$ cat src/rtl/a1csa_seq_ctrl_pkg.sv
// Shared definitions for the a1csa sequential controller.
// Holds the FSM state encoding, the slice-count derivation, the counter width
// helper and the parameter legality check used at elaboration time.
package a1csa_seq_ctrl_pkg;

  typedef enum logic [1:0] {
    IDLE = 2'd0,
    RUN  = 2'd1,
    DONE = 2'd2
  } state_t;

  // Number of K-bit slices in an N-bit operand.
  function automatic int unsigned nslice(input int unsigned n, input int unsigned k);
    return n / k;
  endfunction

  // Slice counter width; never narrower than one bit, even for a single slice.
  function automatic int unsigned cnt_width(input int unsigned n, input int unsigned k);
    int unsigned w;
    w = $clog2(n / k);
    return (w < 1) ? 1 : w;
  endfunction

  // Operand width must be a non-zero multiple of a slice at least two bits wide.
  function automatic bit params_ok(input int unsigned n, input int unsigned k);
    return (k >= 2) && (n >= k) && ((n % k) == 0);
  endfunction

endpackage

$ cat src/rtl/a1csa_seq_ctrl_slice.sv
// a1cs_slice: combinational add-one carry-select slice.
// Ports:
//   x, y : K-bit operand slices
//   sel  : incoming inter-slice carry, selects the add-one variant
//   r    : selected K-bit slice result
//   co   : carry out of this slice given sel
module a1cs_slice #(
  parameter int unsigned K = 4
) (
  input  logic [K-1:0] x,
  input  logic [K-1:0] y,
  input  logic         sel,
  output logic [K-1:0] r,
  output logic         co
);

  logic [K:0]   s0;
  logic [K-1:0] s1;
  logic         all_ones;

  always_comb begin
    s0       = {1'b0, x} + {1'b0, y};
    s1       = '0;
    // all_ones tracks &s0[j-1:0]; empty prefix is 1 so bit 0 is inverted.
    all_ones = 1'b1;
    for (int j = 0; j < K; j++) begin
      s1[j]    = s0[j] ^ all_ones;
      all_ones = all_ones & s0[j];
    end
    r  = sel ? s1 : s0[K-1:0];
    // Add-one only carries out when the plain sum slice is all ones.
    co = s0[K] | (sel & all_ones);
  end

endmodule

$ cat src/rtl/a1csa_seq_ctrl.sv
// a1csa_seq_ctrl: multi-cycle add-one carry-select adder sequencer.
// Accepts an N-bit operand pair and processes it K bits per cycle through a
// single reused a1cs_slice, with a registered carry between slices.
// Ports:
//   clk, rst_n           : clock, asynchronous active-low reset
//   in_valid / in_ready  : operand handshake (a, b, cin)
//   out_valid / out_ready: result handshake (sum, cout)
module a1csa_seq_ctrl
  import a1csa_seq_ctrl_pkg::*;
#(
  parameter int unsigned N = 16,
  parameter int unsigned K = 4
) (
  input  logic         clk,
  input  logic         rst_n,
  input  logic         in_valid,
  output logic         in_ready,
  input  logic [N-1:0] a,
  input  logic [N-1:0] b,
  input  logic         cin,
  output logic         out_valid,
  input  logic         out_ready,
  output logic [N-1:0] sum,
  output logic         cout
);

  localparam int unsigned NSLICE = nslice(N, K);
  localparam int unsigned CW     = cnt_width(N, K);

  if (!params_ok(N, K)) begin : g_bad_params
    $fatal(1, "a1csa_seq_ctrl: N must be a multiple of K and K must be at least 2");
  end

  state_t        state_q, state_d;
  logic [CW-1:0] cnt_q;
  logic [N-1:0]  a_q, b_q, sum_q;
  logic          c_q, cout_q;

  logic          accept;
  logic          last;
  int unsigned   base;
  logic [K-1:0]  slice_r;
  logic          slice_co;

  assign accept = (state_q == IDLE) && in_valid;
  assign last   = (cnt_q == CW'(NSLICE - 1));
  assign base   = 32'(cnt_q) * K;

  a1cs_slice #(
    .K(K)
  ) u_slice (
    .x  (a_q[base +: K]),
    .y  (b_q[base +: K]),
    .sel(c_q),
    .r  (slice_r),
    .co (slice_co)
  );

  always_ff @(posedge clk or negedge rst_n) begin
    if (!rst_n) begin
      state_q <= IDLE;
    end else begin
      state_q <= state_d;
    end
  end

  always_comb begin
    state_d = state_q;
    unique case (state_q)
      IDLE:    if (accept) state_d = RUN;
      RUN:     if (last) state_d = DONE;
      DONE:    if (out_ready) state_d = IDLE;
      default: state_d = IDLE;
    endcase
  end

  always_ff @(posedge clk or negedge rst_n) begin
    if (!rst_n) begin
      cnt_q  <= '0;
      a_q    <= '0;
      b_q    <= '0;
      c_q    <= 1'b0;
      sum_q  <= '0;
      cout_q <= 1'b0;
    end else if (accept) begin
      cnt_q  <= '0;
      a_q    <= a;
      b_q    <= b;
      c_q    <= cin;
      sum_q  <= '0;
      cout_q <= 1'b0;
    end else if (state_q == RUN) begin
      sum_q[base +: K] <= slice_r;
      c_q              <= slice_co;
      if (last) begin
        cout_q <= slice_co;
      end else begin
        cnt_q <= cnt_q + 1'b1;
      end
    end
  end

  assign in_ready  = (state_q == IDLE);
  assign out_valid = (state_q == DONE);
  assign sum       = sum_q;
  assign cout      = cout_q;

endmodule

$ cat config.mk
export PLATFORM = sky130hd
export DESIGN_NAME = a1csa_seq_ctrl
export DESIGN_NICKNAME = d
export VERILOG_FILES = /design/src/rtl/a1csa_seq_ctrl_pkg.sv /design/src/rtl/a1csa_seq_ctrl_slice.sv /design/src/rtl/a1csa_seq_ctrl.sv
export SDC_FILE = /design/constraint.sdc
export NUM_CORES = 1
export LEC_CHECK = 0
export ABC_AREA = 1
export ABC_CLOCK_PERIOD_IN_PS = 3790
export CORE_ASPECT_RATIO = 1.1
export CORE_MARGIN = 4
export CORE_UTILIZATION = 40
export CTS_BUF_LIST = sky130_fd_sc_hd__clkbuf_8
export DETAILED_ROUTE_END_ITERATION = 12
export SYNTH_ARGS = -nofsm -noshare
export SYNTH_HDL_FRONTEND = slang
export SYNTH_SLANG_ARGS = --single-unit
$ cat constraint.sdc
create_clock -name clk -period 3.79 [get_ports clk]
set_input_delay 1.137 -clock clk [delete_from_list [all_inputs] [get_ports clk]]
set_output_delay 1.137 -clock clk [all_outputs]
set_load 0.01 [all_outputs]
; Word-level counts from Yosys, hierarchy flattened
; Index checks and enable logic that the tools add are counted.
; W data, S select, Z words.
[totals]
regBits = 54
[op_classes]
reduce_logical = 7
bitwise = 9
muxes = 16
n_shift = 4
eq_ne = 7
n_addsub = 3
[op_table]
columns = cell, n
row1 = $neg A4 Y34, 1
row2 = $shift A4 B34 Y16 const A, 1
row3 = $shiftx A4 B34 Y16, 1
row4 = $mux W16, 2
row5 = $shiftx A16 B5 Y4, 2
row6 = $bwmux W16, 1
row7 = $mux W2, 6
row8 = $pmux W2 S3, 1
row9 = $add A4 B4 Y5, 1
row10 = $mux W1, 5
row11 = $and A1 B1 Y1, 4
row12 = $eq A2 B2 Y1 const B, 2
row13 = $mux W4, 1
row14 = $ne A2 B1 Y1 const B, 2
row15 = $ne A2 B2 Y1 const B, 2
row16 = $reduce_and A2 Y1, 2
row17 = $reduce_bool A2 Y1, 2
row18 = $reduce_and A3 Y1, 1
row19 = $xor A1 B1 Y1, 3
row20 = $add A2 B1 Y2 const B, 1
row21 = $eq A2 B1 Y1 const B, 1
row22 = $logic_not A2 Y1, 1
row23 = $logic_and A1 B1 Y1, 1
row24 = $not A1 Y1, 1
row25 = $or A1 B1 Y1, 1

; Longest topological paths before layout
[logic_depth]
ltp_word = 10
depth_mapped = 18
ltp_nobuf = 16

; Cells and area by module
; A second synthesis with hierarchy kept.
[unflattened]
cells_unflattened = 370
hier_area_um2 = 2852.7
[by_module_without_submodules]
columns = module, cells_per_inst, instances, area_each_um2, seq_area_each_um2
row1 = a1csa_seq_ctrl, 335, 1, 2612.5, 1351.3
row2 = a1cs_slice, 35, 1, 240.2, 0.0

; Least setup slack after synthesis
; Ideal clock, no wire load.
[synth_path]
path_type = register to register
startpoint = register cnt_q[0]
endpoint = register c_q
setup_slack_ns = 1.076
setup_ns = 0.123
t_arrival_ns = 2.591
required_ns = 3.667
path_stages_with_launch = 17
cell_sequence = dfrtp_1 inv_1 buf_2 buf_2 nor2_1 o22ai_1 ha_1 fa_1 ha_1 ha_1 ha_1 a21oi_1 nand2_1 nand2_1 nand2_1 nor2_1 a21oi_1
[synth_via]
elab_chain_len = 9
word_cells_on_any_way = 10
classes_between = 1 x add/sub / 2 x shift / 2 x mux / 5 x bitwise
[synth_rtl]
columns = item, line_no
row1 = start: declaration, a1csa_seq_ctrl.sv:35  ; logic [CW-1:0] cnt_q;
row2 = start signal: assignment, a1csa_seq_ctrl.sv:98  ; cnt_q <= cnt_q + 1'b1;
row3 = $shiftx A16 B5 Y4 (on tied branches), "a1csa_seq_ctrl.sv:52, a1csa_seq_ctrl.sv:53"
row4 = $add A4 B4 Y5 *, a1csa_seq_ctrl_slice.sv:22  ; s0 = {1'b0, x} + {1'b0, y};
row5 = $and A1 B1 Y1 (3 in a row), a1csa_seq_ctrl_slice.sv:28  ; all_ones = all_ones & s0[j];
row6 = $and A1 B1 Y1, a1csa_seq_ctrl_slice.sv:32  ; co = s0[K] | (sel & all_ones);
row7 = $or A1 B1 Y1 *, a1csa_seq_ctrl_slice.sv:32
row8 = $mux W1 *, a1csa_seq_ctrl.sv:92  ; end else if (state_q == RUN) begin
row9 = $mux W1 *, a1csa_seq_ctrl.sv:85  ; end else if (accept) begin
row10 = end signal: assignment, a1csa_seq_ctrl.sv:89  ; c_q <= cin;
row11 = end signal: assignment, a1csa_seq_ctrl.sv:94  ; c_q <= slice_co;
row12 = end: declaration, a1csa_seq_ctrl.sv:37  ; logic c_q, cout_q;
; Mark *: on every way between the ends. The rest lies on a longest branch, timed or not. The select of a mux whose other input is x is not followed.
; A chain may end at the register's enable or synchronous reset.

; Worst setup path in the final report
; Same ends and word-level chain as after synthesis.

==> metrics.txt <==
status=completed; Post-DRT Antenna Nets=0; Inserted Diodes=0; Worst-Skew Late Latency=~300 ps; Seq/Total Area, Yosys=49.5%; Synth cell types=28; Yosys top cell area share=about half; Mean Syn Cell Area=between 7 and 8 sq um; setup TNS=0 ps; vias=2,298; min-delay src=a_q[11]; DR iter-0 viols=117; reg-to-reg critical path endpoint=c_q; WP data arrival=3070 ps; yosys warns=0; CP required=between 3000 and 4000 ps; most frequent CP cell=ha_1; Die Span Y=94.6 microns; Synth Register Bits=54; TritonCTS Buffers=5; CP max-delay cell=fa_1; CP delay by family, top=adder cells; Row Count=31; Tcrit/Tclk final=75.8%; chip width=86.7 microns; final setup violating endpoints=0; fmax=around 350 MHz; Max IR drop VDD=0.000318 V; Power Density=882 nW/um^2; grt met3 use=3.23%; share of layout cells above drive strength 1=5.57%; GP Congestion=~0.83; Post-DP Area=3310 sq um; GRT Max-Usage Layer=met2; Mapped Area=2730 sq um; TritonRoute pass-1 iters=4; Least-Margin Pin Slew=~600 ps; CTS tree=done; die area=between 8000 and 9000 sq um; # port buffers=55; hold bufs inserted after CTS=0; Tot Pwr=3.00 mW; worst-path maximum fanout=14; post_cts resized=0; Core Area=~6600 sq um; Vias/cell=4.82; max-cap violation count=0; Ports=56; Final Max Tran Viols=0; # DRC=0; Rel. slew slack=59.9%; Clock Skews=4.03 ps; commonest non-fill, non-tap cell in the layout=nand2_1; final-layout fill cell count=686; RSZ-0062 raised after global routing=no; leakage power=1.74 nW; post-layout min period=2870 ps; initial antenna violation count=0; crit path buf inv count=2; worst hold-check path type=register to register; global-route wire length before repair=10.4 mm; vias in the first global route=~2,300; clock tree sinks=54; crit path cell chain=inv_1 -> buf_4 -> o21ai_0 -> o22ai_1 -> ha_1 -> fa_1 -> ha_1 -> ha_1 -> ha_1 -> a21oi_1 -> nand2_1 -> nand2_1 -> nand2_1 -> nor2_1 -> a21oi_1; clock buffer depth=2; Setup CP Type=register to register; final hold viol count=0; GRT Overall Usage=15.8%; Post-CTS Setup Inserts=0; Congestion Overflow GR=0; WL/cell=12.5 microns; R2R Setup Slk=920 ps; commonest non-fill, non-tap cells in the layout=nand2_1, dfrtp_1, clkdlybuf4s50_1; clk slew on worst S/H paths=90 ps; number of H-tree levels=2; synthesized net count=390; largest net degree at the start of global routing=45; CP Capture Type=register; HPWL after DPL=4.56 mm; Core Util, Final=51.6%; CP max stage delay=450 ps; synthesis-to-layout area growth=24.8%; Finished Cell Area=~3400 sq um; Hold Path Sink=a_q[11]; cell taking the most area after synthesis=dfrtp_1; clock root buffer=clkbuf_8; worst r2r src=cnt_q[0]; cell count after synthesis=341; Reg2Reg Depth=15; initial cell density of the core=41.4%; met2 Usage GRT=28.2%; hold path cells=2; CP startpoint kind=register; main area contributors after synthesis=dfrtp_1, nand2_1, ha_1, nor2_1, o21ai_0; fin nets=443; WL final=5.97 mm; M1 GR Usage=about a fifth
==> worst reg2reg max path, delay by kind of cell (launching register included) <==
| family | cells | cell delay, ps |
|---|---|---|
| buffers and inverters | 2 | 490 |
| AND/OR/NAND/NOR | 4 | 270 |
| adder cells (fa/ha/maj) | 5 | 1230 |
| AO/OA/AOI/OAI | 4 | 400 |
| flip-flops | 1 | 390 |
==> per-stage QoR <==
stage	hold WS, ps	setup slack, ps	cells
final	485	916	477
after global routing	515	605	477
after CTS	486	876	477
after detailed placement	461	854	469
after global placement	460	906	469
after floorplan	444	1080	341
==> metal layers <==
metal	vias up	share of wire [%]
met1	1066	44
met3	6	4.6
met5	-	0
li1	1185	-
met4	0	1.0
met2	41	50
==> flip-flops by register name, summed over array words and instances (netlist names) <==
register	count
b_q	16
c_q	1
a_q	16
cnt_q	2
cout	1
sum	16
state_q	2
==> synth_stat cells, drive strengths merged <==
master  instances
nand2         157
dfrtp          54
nor2           30
o21ai          23
inv            19
ha             11
nand3          11
buf             9
o22ai           8
a21oi           3
clkbuf          3
nand4           3
a22o            2
nor3            2
o31ai           2
and2            1
fa              1
or2             1
xnor2           1
==> cell type report <==
class	count	area (sq um)	area share, %
flip-flops and latches	54	1350	39.7
multi-input cells	256	1220	35.8
well taps	82	103	3.01
repair buffers	58	568	16.7
clock inverters	2	8.76	0.257
clock buffers	6	82.6	2.43
inverters	19	71.3	2.09
==> worst max path at each step <==
stage                   from      end  cells past startpoint  slack [ps]
global route        cnt_q[1]  sum[14]                     13         600
CTS                 cnt_q[0]      c_q                     15         880
detailed placement  in_valid  sum[12]                      5         850
floorplan           cnt_q[0]      c_q                     16        1080
global placement    in_valid  sum[12]                      5         910
finish              cnt_q[0]      c_q                     15         920
==> cell families after synthesis <==
logic type	count (synthesis)	share of synthesized area, %
buffers and inverters	31	5.73
xor gates and xnor gates	1	0.321
DFF	54	49.5
AOI/OAI and AO/OA	38	7.98
adders and majority gates	12	5.78
and+or+nand+nor	205	30.6
==> report_power, final <==
group	switching, mW	leakage, nW	internal (mW)
clock	0.179	0.0524	0.145
sequential	0.153	0.694	0.812
combinational	1.04	0.990	0.672
No activity file was read; power rests on OpenSTA's default activity.
